--- config.mk ---
export PLATFORM = sky130hd
export DESIGN_NAME = serial_subtractor
export DESIGN_NICKNAME = d
export VERILOG_FILES = /design/src/rtl/serial_sub_pkg.sv /design/src/rtl/full_subtractor_cell.sv /design/src/rtl/serial_subtractor.sv
export SDC_FILE = /design/constraint.sdc
export NUM_CORES = 1
export LEC_CHECK = 0
export ABC_CLOCK_PERIOD_IN_PS = 1400
export BUFFER_PORTS_ARGS = -buffer_cell sky130_fd_sc_hd__buf_4
export CORE_UTILIZATION = 54
export DETAILED_ROUTE_END_ITERATION = 10
export HOLD_SLACK_MARGIN = 0.08
export PLACE_DENSITY_LB_ADDON = 0.15
export SYNTH_ARGS = -nofsm -noshare
export SYNTH_HDL_FRONTEND = slang
export SYNTH_SLANG_ARGS = --single-unit
--- constraint.sdc ---
create_clock -name clk -period 1.4 [get_ports clk]
set_input_delay 0.28 -clock clk [delete_from_list [all_inputs] [get_ports clk]]
set_output_delay 0.28 -clock clk [all_outputs]
set_load 0.005 [all_outputs]
--- src/rtl/serial_sub_pkg.sv ---
// Shared types and sizing helpers for the bit-serial subtractor.
// Latency: n/a (declarations only).
// Backpressure: n/a.
package serial_sub_pkg;

    typedef enum logic [1:0] {
        IDLE  = 2'd0,
        SHIFT = 2'd1,
        DONE  = 2'd2
    } state_t;

    // Bit counter must reach WIDTH itself after the final shift, hence the extra bit.
    function automatic int cnt_width(input int width);
        return $clog2(width) + 1;
    endfunction

endpackage

--- src/rtl/full_subtractor_cell.sv ---
// One-bit full subtractor: a - b - borrow_in.
// Latency: purely combinational.
// Backpressure: none.
module full_subtractor_cell (
    input  logic minuend,
    input  logic subtrahend,
    input  logic borrow_in,
    output logic difference,
    output logic borrow_out
);

    always_comb begin
        difference = minuend ^ subtrahend ^ borrow_in;
        borrow_out = (~minuend & subtrahend) | (~(minuend ^ subtrahend) & borrow_in);
    end

endmodule

--- src/rtl/serial_subtractor.sv ---
// Bit-serial unsigned subtractor A-B-borrow_in, LSB first; SERIAL_SUB_OVERFLOW_EN adds a signed overflow flag.
// Latency: out_valid rises WIDTH+1 edges after acceptance (accept edge included); initiation interval WIDTH+2.
// Backpressure: single operation in flight; result held in DONE until out_ready, in_ready low meanwhile.
module serial_subtractor
    import serial_sub_pkg::*;
#(
    parameter int WIDTH = 8
) (
    input  logic             clk,
    input  logic             rst,
    input  logic             in_valid,
    output logic             in_ready,
    input  logic [WIDTH-1:0] minuend,
    input  logic [WIDTH-1:0] subtrahend,
    input  logic             borrow_in,
    output logic             out_valid,
    input  logic             out_ready,
    output logic [WIDTH-1:0] difference,
    output logic             borrow_out
`ifdef SERIAL_SUB_OVERFLOW_EN
    ,
    output logic             overflow
`endif
);

    localparam int CW = cnt_width(WIDTH);

    state_t           state;
    state_t           state_nxt;
    logic [WIDTH-1:0] a_sr;
    logic [WIDTH-1:0] b_sr;
    logic [WIDTH-1:0] res_sr;
    logic [WIDTH-1:0] res_nxt;
    logic             borrow_q;
    logic [CW-1:0]    cnt;
    logic             last_bit;
    logic             accept;
    logic             cell_diff;
    logic             cell_borrow;

    full_subtractor_cell u_cell (
        .minuend    (a_sr[0]),
        .subtrahend (b_sr[0]),
        .borrow_in  (borrow_q),
        .difference (cell_diff),
        .borrow_out (cell_borrow)
    );

    assign last_bit = (cnt == CW'(WIDTH - 1));
    assign accept   = in_valid && in_ready;
    // New difference bit enters at the MSB; after WIDTH shifts bit 0 lands at the LSB.
    assign res_nxt  = WIDTH'({cell_diff, res_sr} >> 1);

    always_ff @(posedge clk) begin
        if (rst) begin
            state <= IDLE;
        end else begin
            state <= state_nxt;
        end
    end

    always_comb begin
        state_nxt = state;
        in_ready  = 1'b0;
        out_valid = 1'b0;
        case (state)
            IDLE: begin
                in_ready = 1'b1;
                if (in_valid) begin
                    state_nxt = SHIFT;
                end
            end
            SHIFT: begin
                if (last_bit) begin
                    state_nxt = DONE;
                end
            end
            DONE: begin
                out_valid = 1'b1;
                if (out_ready) begin
                    state_nxt = IDLE;
                end
            end
            default: state_nxt = IDLE;
        endcase
    end

    always_ff @(posedge clk) begin
        if (rst) begin
            a_sr       <= '0;
            b_sr       <= '0;
            res_sr     <= '0;
            borrow_q   <= 1'b0;
            cnt        <= '0;
            difference <= '0;
            borrow_out <= 1'b0;
        end else begin
            if (state == IDLE && accept) begin
                a_sr     <= minuend;
                b_sr     <= subtrahend;
                borrow_q <= borrow_in;
                cnt      <= '0;
            end else if (state == SHIFT) begin
                a_sr     <= a_sr >> 1;
                b_sr     <= b_sr >> 1;
                res_sr   <= res_nxt;
                borrow_q <= cell_borrow;
                cnt      <= cnt + CW'(1);
                if (last_bit) begin
                    difference <= res_nxt;
                    borrow_out <= cell_borrow;
                end
            end
        end
    end

`ifdef SERIAL_SUB_OVERFLOW_EN
    // On the MSB step borrow_q is the borrow into the sign bit.
    always_ff @(posedge clk) begin
        if (rst) begin
            overflow <= 1'b0;
        end else if (state == SHIFT && last_bit) begin
            overflow <= borrow_q ^ cell_borrow;
        end
    end
`endif

endmodule

# Word-level counts from Yosys, hierarchy flattened
# Cells that the tools add are included.
# Widths: inputs -> output; s select.
# op_classes
mux	12
reduce_logical	8
bitwise	8
n_addsub	1
n_eq_ne	6
# ops
op	n
$mux 8	4
$mux 2	3
$ne 2x2->1 const B	3
$pmux 2 s3	1
$reduce_and 3->1	2
$add 4x1->4 const B	1
$eq 4x3->1 const B	1
$mux 1	4
$not 1->1	3
$and 1x1->1	2
$eq 2x1->1 const B	1
$eq 2x2->1 const B	1
$logic_and 1x1->1	2
$logic_not 2->1	1
$reduce_and 2->1	1
$reduce_bool 2->1	1
$reduce_or 2->1	1
$xor 1x1->1	2
$or 1x1->1	1
# totals
regBits	40
output_inout_bits	11
in_bits	21

# Logic depth before layout (Yosys ltp)
# Gate-level depths: netlist of run 1.
# logic_depth
word_depth	6
depth_mapped	5
mapped_depth_nobuf	5

# Cells and area by module
# Synthesis of run 1 repeated with hierarchy kept, for this count alone.
# hier_totals
hier_cells	203
area_unflattened_um2	1711.6
# modules_own_cells
module	seq_area_each_um2	area_per_inst_um2	cells_each	n_inst
serial_subtractor	780.7	1680.4	199	1
full_subtractor_cell	0.0	31.3	4	1

# Worst setup path after synthesis of run 1
# Ideal clock, no wire load.
# synth_timing
path_type	flip-flop to flip-flop
start	reg b_sr[0]
end	reg borrow_q
setup_ps	95
arrival_ps	1144
stages_incl_launch_ff	6
synth_period_minus_slack_ps	1239
setup_slack_ps	161
cell_sequence	dfxtp_1 -> inv_1 -> fa_1 -> nand2_1 -> o21ai_0 -> a221oi_1
# synth_between
elab_chain_cells	6
# synth_rtl
element	line	source
from (decl)	serial_subtractor.sv:31	logic [WIDTH-1:0] b_sr;
from (signal assigned)	serial_subtractor.sv:100	b_sr <= subtrahend;
from (signal assigned)	serial_subtractor.sv:105	b_sr <= b_sr >> 1;
$xor 1x1->1	full_subtractor_cell.sv:14	borrow_out = (~minuend & subtrahend) | (~(minuend ^ subtrahend) & borrow_in);
$not 1->1	full_subtractor_cell.sv:14	
$and 1x1->1	full_subtractor_cell.sv:14	
$or 1x1->1 *	full_subtractor_cell.sv:14	
$mux 1 *	serial_subtractor.sv:103	end else if (state == SHIFT) begin
$mux 1 *	serial_subtractor.sv:98	if (state == IDLE && accept) begin
to (signal assigned)	serial_subtractor.sv:101	borrow_q <= borrow_in;
to (signal assigned)	serial_subtractor.sv:107	borrow_q <= cell_borrow;
to (decl)	serial_subtractor.sv:34	logic borrow_q;
# Every way passes the cells marked *; elsewhere a longest branch is shown, timed or not. The select of a mux whose other input is x is not followed.
# A chain may end at the register's enable or synchronous reset.

# Final worst setup path of run 1
# layout_timing
start	reg state[1]
end	out out_valid
# layout_between
elab_chain_cells	2
# layout_rtl
element	line	source
from (decl)	serial_subtractor.sv:28	state_t state;
from (signal assigned)	serial_subtractor.sv:58	state <= state_nxt;
$eq 2x2->1	serial_subtractor.sv:66	case (state)
$mux 1	serial_subtractor.sv:66	
to (decl)	serial_subtractor.sv:16	output logic out_valid,
# No other way between the ends.

==> results.md, run 1 <==
* Status: completed
* Syn Nets at 216
* Largest family of logic cells by synthesized area: simple AND/OR/NAND/NOR gates
* Gr ovfl total at 0
* Tcrit/Tclk final at 0.965
* Drt total wl at 3690 µm
* Share of cells above drive strength 1 at 0.271
* Hold WC Path Type: input pin to register
* Setup violators final at 0
* Worst reg2reg path startpoint: state[0]$_SDFFE_PP0P_
* Placer Congestion at 0.802
* Number of diodes at 0
* CTS HTree Levels at 2
* Final Hold Viols at 0
* Crit path from: state[1]$_SDFFE_PP0P_
* Initial core utilization at 0.570
* Hold Crit Start: minuend[7]
* Worst-path clk slew at 0.12 ns
* Worst Setup Start Kind: register
* TritonCTS Buffers at 5
* Drt first pass iters at 4
* Syn Inst Count at 193
* DRT iter0 DRCs at 89
* DRC at 0
* Synth Area in Simple Gates at 0.227
* Fin util at 0.679
* Global Route Usage Sum at 0.221
* Leading cell type in the layout, fill and taps excluded: buf_4
* CTS Hold Bufs at 0
* Post-Synth Adder-Cell Area at 0.0186
* # Max-Cap Violations at 0
* Top-Level Pins at 32
* Vias in the first global route at 1288
* Largest net degree at the start of global routing at 49
* Worst Skew at 0.00911 ns
* Clock Path Buffers at 2
* Worst Setup Path Type: register to output pin
* CTS root buffer: clkbuf_4
* Via count at 1474
* Fin nets at 247
* Syn avg cell area at 9.08 µm²
* Worst setup EP type: output pin
* Vias/cell at 5.48
* Final cell count without fillers at 269
* Relative slew margins at 0.608
* Worst Tran Pin Value at 0.587 ns
* Clk_lat worst skew at 0.36 ns
* Area of the die at 3480 µm²
* Number of distinct library cells after synthesis at 35
* Register area share after synthesis at 0.445
* Compound-Gate Fraction of Synth Area at 0.205
* Synth Flop Type: dfxtp_1
* Port Buffers at 31
* Dpl cells at 259
* Syn. warnings at 0
* Multiplexer share of the synthesized area at 0.0457
* Die width at 59.0 µm
* Crit path cell chain: inv_6 -> nor2_1 -> buf_4
* Leak at 0.805 nW
* CTS tree: built
* First-pass GRT wire length at 5730 µm
* Yosys reg bits at 39
* Layout area overhead at 19.2%
* CP bufs+invs at 2
* CP top delay family: flip-flops
* Crit-path max FO at 10
* Antenna violation net count after detailed routing at 0
* Initial antenna violation count at 0
* PD cells at 972 nW/µm²
* Num rows at 20
* Fmax at 0.740 GHz
* Crit path DAT at 1.07 ns
* Clk sinks at 39
* CP max-delay cell: dfxtp_4
* Req. time, crit path at 1.12 ns
* Max incr delay on CP at 0.43 ns
* Highest-count cells in the layout ignoring fill and taps: buf_4, dfxtp_1, nor2_1
* DR WL/cell at 13.7 µm
* DIE HEIGHT at 59.0 µm
* Core ar. at 3080 µm²
* Min Clock Period, post-route at 1.35 ns
* Mapped Area at 1750 µm²
* Fin. max-slew vios at 0
* Async set-or-reset flop fraction in the synthesized netlist at 0
* Maximum vdd drop at 0.000662 V
* RSZ-0062 raised after global routing: true
* Post-Synth XOR/XNOR Area at 0
* Post-DP HPWL at 2470 µm
* Post-synth EDFFs at 0
worst reg2reg max path, delay by kind of cell (launching register included):
family                 cells  cell delay [ns]
AO/OA/AOI/OAI              2             0.65
flip-flops                 1             0.35
buffers and inverters      1             0.14
AND/OR/NAND/NOR            1             0.13
state kept, by name (all words and copies together), names as in the netlist:
signal / count
a_sr: 8
b_sr: 8
difference: 8
res_sr: 7
cnt: 4
state: 2
borrow_out: 1
borrow_q: 1
per-stage QoR:
| stage | setup TNS [ns] | hold slack, ns | cell area [µm²] | setup slack, ns | power, mW |
|---|---|---|---|---|---|
| 6_report | 0 | 0.214 | 2090 | 0.0488 | 2.03 |
| 4_1_cts | 0 | 0.215 | 2060 | 0.0229 | 2.03 |
| 2_1_floorplan | 0 | 0.437 | 1750 | 0.161 | 1.40 |
| 5_1_grt | -0.000115 | 0.219 | 2090 | -0.000115 | 2.12 |
| 3_3_place_gp | 0 | 0.446 | 1990 | 0.0924 | 1.48 |
| 3_5_place_dp | 0 | 0.458 | 1990 | 0.0530 | 1.49 |
where the power goes:
group | switching [mW] | total, mW | leakage, nW | internal (mW)
clock network | 0.372 | 0.559 | 0.0347 | 0.187
registers | 0.0331 | 1.20 | 0.321 | 1.16
logic | 0.143 | 0.275 | 0.450 | 0.133
layer usage:
| layer | track usage | vias to the layer above | routed length [µm] |
|---|---|---|---|
| met2 | 0.331 | 39 | 1670 |
| met5 | 0 | - | 0 |
| li1 | - | 735 | - |
| met3 | 0.0611 | 6 | 182 |
| met1 | 0.297 | 694 | 1790 |
| met4 | 0.0986 | 0 | 40 |
cell usage after synthesis, drive strengths merged, types with 2 or more instances:
cell type  count  area [µm²]
buf            9        68.8
a221oi         2        17.5
mux2i          8        80.1
a21oi          9        45.0
nor2          28         121
o21ai          3        15.0
o2bb2ai        8        70.1
nand2         21        78.8
clkbuf         5        18.8
nand3          2        10.0
nor2b          3        26.3
dfxtp         39         781
o21ba          2        20.0
inv            4        15.0
o22ai          6        37.5
nand2b        17         106
a211oi        14         105
path summary, 6_finish.rpt:
check,end,slack (ns),cells past startpoint
setup / recovery,out_valid,0.05,3
hold / removal,a_sr[7]$_SDFFE_PP0P_,0.21,3
setup reg to reg,cnt[3]$_SDFFE_PP0P_,0.06,4
hold reg to reg,res_sr[1]$_SDFFE_PP0P_,0.47,2
what timing repair did:
action	in CTS	in global routing
pin swaps	0	1
gates resized for setup	5	7
setup buffers	0	1
setup endpoints to repair	2	18
cloned	0	1
final cells by class:
| type | count | area [µm²] |
|---|---|---|
| Clock buffer | 5 | 37.5 |
| Clock inverter | 3 | 15.0 |
| Fill cell | 268 | 988 |
| Inverter | 4 | 23.8 |
| Multi-Input combinational cell | 137 | 888 |
| Sequential cell | 39 | 788 |
| Tap cell | 44 | 55.1 |
| Timing Repair Buffer | 37 | 282 |
cells by family (layout without fill, tap and decap cells):
group / count (synthesis) / count (layout)
multiplexers: 8 / 8
AO/OA/AOI/OAI: 50 / 50
buffers and inverters: 18 / 49
AND/OR/NAND/NOR: 76 / 77
flip-flops: 39 / 39
adder cells (fa/ha/maj): 2 / 2
Note: power is estimated with default switching activity, not from simulation.
==> inputs of run 2 (changes only) <==
- CORE_ASPECT_RATIO: not set -> 1.25
==> results.md, run 2 (same netlist as run 1, synthesis figures left out) <==
* Drt total wl at 3800 µm
* PD cells at 1060 nW/µm²
* Largest net degree at the start of global routing at 49
* DRC at 0
* Status: completed
* Worst reg2reg path startpoint: state[0]$_SDFFE_PP0P_
* Dpl ws at 0.0580 ns
* Leak at 0.836 nW
* Worst Tran Pin Value at 0.531 ns
* Crit-path most repeated cell: buf_4
* Post-DP HPWL at 2510 µm
* Max incr delay on CP at 0.35 ns
* CTS tree: built
* # Max-Cap Violations at 0
* CP max-delay cell: dfxtp_2
* Num rows at 22
* DR WL/cell at 14.3 µm
* Worst Setup Path Type: register to output pin
* Crit path DAT at 1.09 ns
* Initial core utilization at 0.584
* Reg power frac at 0.525
* Placed Area at 2000 µm²
* Largest registers: a_sr (8), b_sr (8), difference (8)
* Area of the die at 3480 µm²
* DIE HEIGHT at 65.7 µm
* Fin. max-slew vios at 0
* Logic gate share of total power at 0.125
* Layout area overhead at 22.1%
* Hold WC Path Type: input pin to register
* Clock Path Buffers at 2
* Fmax at 0.728 GHz
* TritonCTS Buffers at 5
* Final Hold Viols at 0
* Worst-path clk slew at 0.12 ns
* Global Route Usage Sum at 0.246
* CP bufs+invs at 2
* Gr ovfl total at 0
* CP top delay family: flip-flops
* Top-Level Pins at 32
* Switching Power at 0.550 mW
* Worst setup EP type: output pin
* Hold Crit Start: minuend[7]
* Clk pwr share at 0.349
* P_int at 1.72 mW
* Final setup margin at 0.0262 ns
* Share of cells above drive strength 1 at 0.288
* Number of diodes at 0
* Maximum vdd drop at 0.000707 V
* Port Buffers at 31
* Crit-path max FO at 8
* Clk sinks at 39
* Clk_lat worst skew at 0.35 ns
* Vias/cell at 5.71
* Crit path cell chain: buf_4 -> nor2_2 -> buf_4
* First-pass GRT wire length at 6200 µm
* Sw Share at 0.242
* Placer Congestion at 0.715
* Relative slew margins at 0.645
* Leading cell type in the layout, fill and taps excluded: buf_4
* Crit path from: state[0]$_SDFFE_PP0P_
* Total power at 2.27 mW
* Req. time, crit path at 1.12 ns
* RSZ-0062 raised after global routing: true
* CTS root buffer: clkbuf_4
* Via count at 1514
* CTS HTree Levels at 2
* Worst Skew at 0.00583 ns
* Drt first pass iters at 4
* Worst Setup Start Kind: register
* Highest-count cells in the layout ignoring fill and taps: buf_4, dfxtp_1, nor2_1
* Antenna violation net count after detailed routing at 0
* Setup violators final at 0
* Vias in the first global route at 1411
* Initial antenna violation count at 0
* Fin nets at 251
* Tcrit/Tclk final at 0.981
* Die width at 53.0 µm
* CTS Hold Bufs at 0
* DRT iter0 DRCs at 61
* Core ar. at 3000 µm²
* Fin util at 0.714
* Min Clock Period, post-route at 1.37 ns
* Cell area after layout at 2140 µm²
-- run 2: cell types whose count changed in the layout (fill, tap and decap cells not counted), sizes merged --
| cell | delta |
|---|---|
| clkinv | -2 |
| clkbuf | +1 |
| bufinv | +1 |
| buf | +4 |
-- run 2: through the flow --
step / cells / hold slack, ns / setup TNS, ns
floorplan: 193 / 0.437 / 0
global placement: 253 / 0.450 / 0
detailed placement: 253 / 0.458 / 0
CTS: 261 / 0.194 / 0
global route: 265 / 0.190 / -0.0384
finish: 265 / 0.199 / 0
-- run 2: per-layer routing --
layer  global-route usage  up-vias  routed length (µm)
met4                0.109        0                  78
met5                    0        -                   0
li1                     -      745                   -
met2                0.430       38                2090
met1                0.267      724                1490
met3               0.0694        7                 142
-- run 2: worst paths after layout --
kind                                                to  slack (ns)  cells after the start
worst max-delay path                          in_ready        0.03                      3
worst min-delay path              a_sr[7]$_SDFFE_PP0P_        0.20                      3
worst max register to register     cnt[0]$_SDFFE_PP0P_        0.08                      5
worst min register to register  res_sr[2]$_SDFFE_PP0P_        0.47                      2
-- run 2: layout make-up --
class                   count  area (µm²)
well taps                  36        45.0
clock buffers               6        51.3
multi-input cells         137         895
clock inverters             2        35.0
fillers                   247         860
flip-flops and latches     39         788
inverters                   4        18.8
repair buffers             41         308
-- run 2: tightest hold or removal path, cell delays in order --
cell     delay, ns
buf_4         0.08
a32oi_1       0.08
nor2_1        0.08
-- run 2: power groups by stage --
| stage | sequential, mW | clock (mW) | combinational (mW) |
|---|---|---|---|
| 2_1_floorplan | 1.21 | 0 | 0.193 |
| 3_3_place_gp | 1.22 | 0 | 0.260 |
| 3_5_place_dp | 1.22 | 0 | 0.270 |
| 4_1_cts | 1.19 | 0.799 | 0.272 |
| 5_1_grt | 1.20 | 0.850 | 0.315 |
| 6_report | 1.19 | 0.794 | 0.285 |
-- run 2: what timing repair did --
action | 4_1_cts | 5_1_grt
pin swaps | 0 | 3
cloned | 0 | 1
resized for setup | 3 | 8
setup endpoints to repair | 2 | 26
setup buffers | 0 | 3
